## src/rtl/pipe_pkg.sv

```systemverilog
// Shared definitions for pipeline stage registers.
//   occ_e          : occupancy state of a skid stage (0, 1 or 2 entries held)
//   *_CTRL_W/_DATA_W : default field widths for each stage boundary
//   occ_has_room() : whether a stage in the given state can accept an entry
package pipe_pkg;

  typedef enum logic [1:0] {
    OCC_EMPTY = 2'd0,
    OCC_ONE   = 2'd1,
    OCC_TWO   = 2'd2
  } occ_e;

  localparam int unsigned IF_ID_CTRL_W  = 4;
  localparam int unsigned IF_ID_DATA_W  = 64;
  localparam int unsigned ID_EX_CTRL_W  = 24;
  localparam int unsigned ID_EX_DATA_W  = 128;
  localparam int unsigned EX_MEM_CTRL_W = 16;
  localparam int unsigned EX_MEM_DATA_W = 96;
  localparam int unsigned MEM_WB_CTRL_W = 8;
  localparam int unsigned MEM_WB_DATA_W = 64;

  function automatic logic occ_has_room(occ_e s);
    return s != OCC_TWO;
  endfunction

endpackage

```

## src/rtl/pipe_slot.sv

```systemverilog
// One storage slot of a pipeline stage: valid + ctrl + data.
//   clk, rst_n : clock, async active-low reset (clears everything)
//   load_i     : capture ctrl_i/data_i and mark the slot valid
//   clear_i    : turn the slot into a bubble (valid and ctrl zeroed, data kept);
//                wins over load_i
//   ctrl_i/data_i : entry to capture
//   valid_o/ctrl_o/data_o : held entry
module pipe_slot #(
  parameter int unsigned CTRL_W = 16,
  parameter int unsigned DATA_W = 96
) (
  input  logic              clk,
  input  logic              rst_n,
  input  logic              load_i,
  input  logic              clear_i,
  input  logic [CTRL_W-1:0] ctrl_i,
  input  logic [DATA_W-1:0] data_i,
  output logic              valid_o,
  output logic [CTRL_W-1:0] ctrl_o,
  output logic [DATA_W-1:0] data_o
);

  logic              valid_d, valid_q;
  logic [CTRL_W-1:0] ctrl_d, ctrl_q;
  logic [DATA_W-1:0] data_d, data_q;

  always_comb begin
    valid_d = valid_q;
    ctrl_d  = ctrl_q;
    data_d  = data_q;
    if (clear_i) begin
      // Data deliberately left alone: a bubble only needs a zero ctrl field.
      valid_d = 1'b0;
      ctrl_d  = '0;
    end else if (load_i) begin
      valid_d = 1'b1;
      ctrl_d  = ctrl_i;
      data_d  = data_i;
    end
  end

  always_ff @(posedge clk or negedge rst_n) begin
    if (!rst_n) begin
      valid_q <= 1'b0;
      ctrl_q  <= '0;
      data_q  <= '0;
    end else begin
      valid_q <= valid_d;
      ctrl_q  <= ctrl_d;
      data_q  <= data_d;
    end
  end

  assign valid_o = valid_q;
  assign ctrl_o  = ctrl_q;
  assign data_o  = data_q;

endmodule

```

## src/rtl/pipe_skid_stage.sv

```systemverilog
// Pipeline stage register with valid/ready handshake and a two-entry skid buffer.
// Full throughput under backpressure without any combinational out_ready->in_ready
// path; flush turns every held entry (and one accepted the same cycle) into bubbles.
//   clk, rst_n           : clock, async active-low reset
//   flush                : drop all held entries
//   in_valid/in_ready    : upstream handshake, in_ctrl/in_data carried entry
//   out_valid/out_ready  : downstream handshake, out_ctrl/out_data head entry
//   out_ctrl             : forced to zero whenever out_valid is low
//   occupancy            : entries held (0..2)
module pipe_skid_stage
  import pipe_pkg::*;
#(
  parameter int unsigned CTRL_W = EX_MEM_CTRL_W,
  parameter int unsigned DATA_W = EX_MEM_DATA_W
) (
  input  logic              clk,
  input  logic              rst_n,
  input  logic              flush,
  input  logic              in_valid,
  output logic              in_ready,
  input  logic [CTRL_W-1:0] in_ctrl,
  input  logic [DATA_W-1:0] in_data,
  output logic              out_valid,
  input  logic              out_ready,
  output logic [CTRL_W-1:0] out_ctrl,
  output logic [DATA_W-1:0] out_data,
  output logic [1:0]        occupancy
);

  occ_e state_d, state_q;

  logic              head_valid, skid_valid;
  logic [CTRL_W-1:0] head_ctrl, skid_ctrl, head_ctrl_in;
  logic [DATA_W-1:0] head_data, skid_data, head_data_in;
  logic              head_load, head_clear, head_from_skid;
  logic              skid_load, skid_clear;
  logic              acc, take;

  // in_ready comes from registered state only.
  assign in_ready = occ_has_room(state_q);
  assign acc      = in_valid & in_ready;
  assign take     = head_valid & out_ready;

  always_comb begin
    state_d        = state_q;
    head_load      = 1'b0;
    head_clear     = 1'b0;
    head_from_skid = 1'b0;
    skid_load      = 1'b0;
    skid_clear     = 1'b0;
    if (flush) begin
      state_d    = OCC_EMPTY;
      head_clear = 1'b1;
      skid_clear = 1'b1;
    end else begin
      unique case (state_q)
        OCC_EMPTY: begin
          if (acc) begin
            head_load = 1'b1;
            state_d   = OCC_ONE;
          end
        end
        OCC_ONE: begin
          if (acc && take) begin
            head_load = 1'b1;
          end else if (acc) begin
            skid_load = 1'b1;
            state_d   = OCC_TWO;
          end else if (take) begin
            head_clear = 1'b1;
            state_d    = OCC_EMPTY;
          end
        end
        OCC_TWO: begin
          if (take) begin
            head_load      = 1'b1;
            head_from_skid = 1'b1;
            skid_clear     = 1'b1;
            state_d        = OCC_ONE;
          end
        end
        default: begin
          state_d    = OCC_EMPTY;
          head_clear = 1'b1;
          skid_clear = 1'b1;
        end
      endcase
    end
  end

  always_ff @(posedge clk or negedge rst_n) begin
    if (!rst_n) begin
      state_q <= OCC_EMPTY;
    end else begin
      state_q <= state_d;
    end
  end

  assign head_ctrl_in = head_from_skid ? skid_ctrl : in_ctrl;
  assign head_data_in = head_from_skid ? skid_data : in_data;

  pipe_slot #(
    .CTRL_W (CTRL_W),
    .DATA_W (DATA_W)
  ) u_head (
    .clk     (clk),
    .rst_n   (rst_n),
    .load_i  (head_load),
    .clear_i (head_clear),
    .ctrl_i  (head_ctrl_in),
    .data_i  (head_data_in),
    .valid_o (head_valid),
    .ctrl_o  (head_ctrl),
    .data_o  (head_data)
  );

  pipe_slot #(
    .CTRL_W (CTRL_W),
    .DATA_W (DATA_W)
  ) u_skid (
    .clk     (clk),
    .rst_n   (rst_n),
    .load_i  (skid_load),
    .clear_i (skid_clear),
    .ctrl_i  (in_ctrl),
    .data_i  (in_data),
    .valid_o (skid_valid),
    .ctrl_o  (skid_ctrl),
    .data_o  (skid_data)
  );

  // The skid slot holds a live entry exactly when the stage is full.
  skid_matches_state: assert property (@(posedge clk) disable iff (!rst_n)
    skid_valid == (state_q == OCC_TWO));

  assign out_valid = head_valid;
  assign out_ctrl  = head_valid ? head_ctrl : '0;
  assign out_data  = head_data;
  assign occupancy = state_q;

endmodule

```

## config.mk

```make
export PLATFORM = sky130hd
export DESIGN_NAME = pipe_skid_stage
export DESIGN_NICKNAME = d
export VERILOG_FILES = /design/src/rtl/pipe_pkg.sv /design/src/rtl/pipe_slot.sv /design/src/rtl/pipe_skid_stage.sv
export SDC_FILE = /design/constraint.sdc
export NUM_CORES = 1
export LEC_CHECK = 0
export CAP_MARGIN = 20
export CELL_PAD_IN_SITES_DETAIL_PLACEMENT = 0
export CELL_PAD_IN_SITES_GLOBAL_PLACEMENT = 1
export CORE_ASPECT_RATIO = 1.5
export CORE_UTILIZATION = 41
export CTS_CLUSTER_SIZE = 25
export DETAILED_ROUTE_END_ITERATION = 8
export GPL_TIMING_DRIVEN = 0
export HOLD_SLACK_MARGIN = 0.06
export PLACE_DENSITY = 0.83
export SLEW_MARGIN = 5
export SYNTH_ARGS = -nofsm -noshare
export SYNTH_HDL_FRONTEND = slang
export SYNTH_SLANG_ARGS = --single-unit
```

## constraint.sdc

```tcl
create_clock -name clk -period 2.3 [get_ports clk]
set_clock_uncertainty 0.1 [all_clocks]
set_input_delay 0.46 -clock clk [delete_from_list [all_inputs] [get_ports clk]]
set_output_delay 0.46 -clock clk [all_outputs]
set_load 0.01 [all_outputs]
```

==> impl_results.md <==
* CTS tree: yes
* Number of antenna violations at the first check in global routing at 1
* R2r setup slk at 0.13 ns
* Synth warnings at 0
* R2R Path Start: occupancy[0]$_DFFE_PN0P_
* Routed WL per cell at 18.2 microns
* Post-Syn Area at 0.00992 sq mm
* CP Launch Type: flip-flop
* Seq cells post-synth at 227
* Max-slew headroom at 60.9%
* Worst hold stages at 2
* Post-Syn Nets at 766
* Hold endpoint: occupancy[0]$_DFFE_PN0P_
* Die H at 192 microns
* FP Rows at 69
* DR vias at 6219
* Vias per inst at 5.01
* Max-slew violation count at 0
* Power Total at 12.0 mW
* Die area at 0.0248 sq mm
* Final Cell Area at 0.0134 sq mm
* Root Buffer: clkbuf_16
* DRC at 0
* Worst EP arrival at 1.66 ns
* Worst r2r path cells at 8
* Hpwl dp at 16.2 mm
* Gpl congestion at 0.757
* Clk sinks at 227
* Cells after Synth at 649
* Layout Area Growth over Synthesis at 35.5%
* # nets final at 1027
* Ys flop type: dfrtp_1
* Pint at 8.96 mW
* Final Hold Fails at 0
* Unrepaired setup endpoints after global routing: false
* Port buffer count at 231
* Core Util, Final at 56.6%
* Synth cell types at 28
* Total gr overflow at 0
* Setup CP Type: flip-flop to primary output
* DRT iter0 DRCs at 207
* Worst vdd ir at 0.699 mV
* Vias in the first global route at 6610
* Share of cells above drive strength 1 at 40.0%
* P per Cell Area at 892 mW/mm^2
* Leak Pwr at 5.64 nW
* Max-cap violations at 0
* Crit path capture type: primary output
* Async set-reset flop share out of synthesis at 100%
* Hold Startpoint: flush
* Clock-pin slew on the worst setup and hold paths at 0.06 ns
* Req. time, crit path at 1.74 ns
* Outcome: complete, no violations
* Fmax achieved at 0.450 GHz
* Drt total wl at 22.7 mm
* Most common cell after layout, fill and taps aside: mux2_2
* Core ar. at 0.0237 sq mm
* Reg2Reg Capture Point: u_head.data_o[10]$_DFFE_PN0P_
* Placed Area at 0.0127 sq mm
* Sequential share of power at 46.7%
* TritonRoute pass-1 iters at 4
* Post-synth EDFFs at 0
* Worst Path Max Fanout at 10
* Largest net degree at the start of global routing at 111
* Switching share of power at 25.3%
* Fin crit share at 96.6%
* Worst-Skew Late Latency at 0.50 ns
* H-tree levels at 1
* CTS Buf Count at 23
* Post-route ant nets at 0
* # setup viols final at 0
* First-pass GRT wire length at 35.9 mm
* Starting Density at 41.8%
* Syn avg cell area at 15.3 sq um
* Register area share after synthesis at 57.3%
* CTS max path bufs at 3
* I/O pin count at 233
* GRT Util Overall at 18.7%
* P_sw at 3.03 mW
* Clk network pwr share at 28.8%
* Filler cell count at 2051
* Min-delay worst type: input port to flip-flop
* Tmin final at 2.22 ns
* Fraction of power consumed by combinational cells at 24.5%
* Most frequent cells in the layout: mux2_2 (288), dfrtp_1 (226), clkdlybuf4s50_1 (217)
* Worst slew pin tran at 0.586 ns
* Chip width at 129 microns
## sequential cells by signal (all words and copies together), names as in the netlist
register / count
u_head.valid_o: 1
u_skid.data_o: 96
occupancy: 2
u_head.ctrl_o: 16
u_skid.ctrl_o: 16
u_head.data_o: 96
## worst max-delay path, stage by stage, from the launching register on
cell and delay (ns):
dfrtp_1 0.36, clkbuf_8 0.17, and2_1 0.12, clkdlybuf4s50_1 0.52
## through the flow
stage / cells / hold slack [ns] / setup WS [ns] / TNS (ns)
finish: 1242 / 0.173 / 0.0787 / 0
global route: 1242 / 0.171 / 0.00257 / 0
CTS: 1242 / 0.149 / 0.00134 / 0
detailed placement: 1201 / 0.316 / -0.865 / -126.75
global placement: 1199 / 0.364 / -9.38 / -2252.92
floorplan: 649 / 0.0644 / 0.218 / 0
## power by group through the flow
stage          registers, mW  logic (mW)  clock network [mW]
3_5_place_dp            5.66        2.97                   0
6_report                5.59        2.94                3.45
3_3_place_gp            5.63        2.91                   0
5_1_grt                 5.74        3.15                3.74
2_1_floorplan           5.76        1.26                   0
4_1_cts                 5.60        3.00                3.58
## what timing repair did
action / in CTS / in global routing
pin swaps: 2 / 0
gates resized for setup: 21 / 5
hold endpoints to repair: 52 / 0
setup buffers: 3 / 0
hold buffers: 1 / 0
endpoints found under the setup margin: 191 / 110
## routing by layer
metal,track usage (%),routed length (microns),vias to the layer above
met5,0,0,-
met4,6.33,664,0
met3,4.05,1280,40
met2,34.0,12200,158
met1,21.5,8490,3156
li1,-,-,2865
## synthesized netlist by cell type (all sizes together), types with 2 or more instances
cell type  number  share of area [%]
mux2          288                 33
o21bai          2               0.15
a22o           16                1.4
nand3b          2               0.15
a21o            3               0.23
clkbuf          6               0.24
nor3            2               0.21
o2bb2ai        16                1.4
buf            37                2.4
dfrtp         227                 57
mux2i          16                1.6
a21oi           7               0.39
nor2b           2               0.20
and2           16                1.0
nand2b          3               0.19
## cell families after synthesis
group | synth area share [%]
muxes | 34.3
DFF | 57.3
AOI/OAI and AO/OA | 3.70
buffers and inverters | 2.70
and+or+nand+nor | 1.91
xor gates and xnor gates | 0.0883
## area by class of cell
cell class / count / area (sq um) / share of cell area (%)
Antenna cell: 1 / 2.50 / 0.0186
Timing Repair Buffer: 237 / 2400 / 17.8
Buffer: 42 / 293 / 2.18
Tap cell: 319 / 399 / 2.97
Multi-Input combinational cell: 378 / 3980 / 29.6
Clock buffer: 35 / 671 / 4.99
Sequential cell: 227 / 5680 / 42.3
Inverter: 1 / 3.75 / 0.0279
Clock inverter: 2 / 10.0 / 0.0745
## worst max-delay path by stage
stage                               startpoint                            end  slack (ns)  cells after the start
floorplan             occupancy[0]$_DFFE_PN0P_  u_head.data_o[32]$_DFFE_PN0P_        0.22                      8
global placement                         rst_n  u_head.data_o[17]$_DFFE_PN0P_       -9.38                      1
detailed placement                    in_valid  u_head.data_o[66]$_DFFE_PN0P_       -0.87                      7
CTS                                   in_valid  u_skid.data_o[68]$_DFFE_PN0P_       0.001                      7
global route        u_head.valid_o$_DFFE_PN0P_                    out_ctrl[2]       0.003                      3
finish              u_head.valid_o$_DFFE_PN0P_                    out_ctrl[2]        0.08                      3
Power figures use the tool's default switching activity.
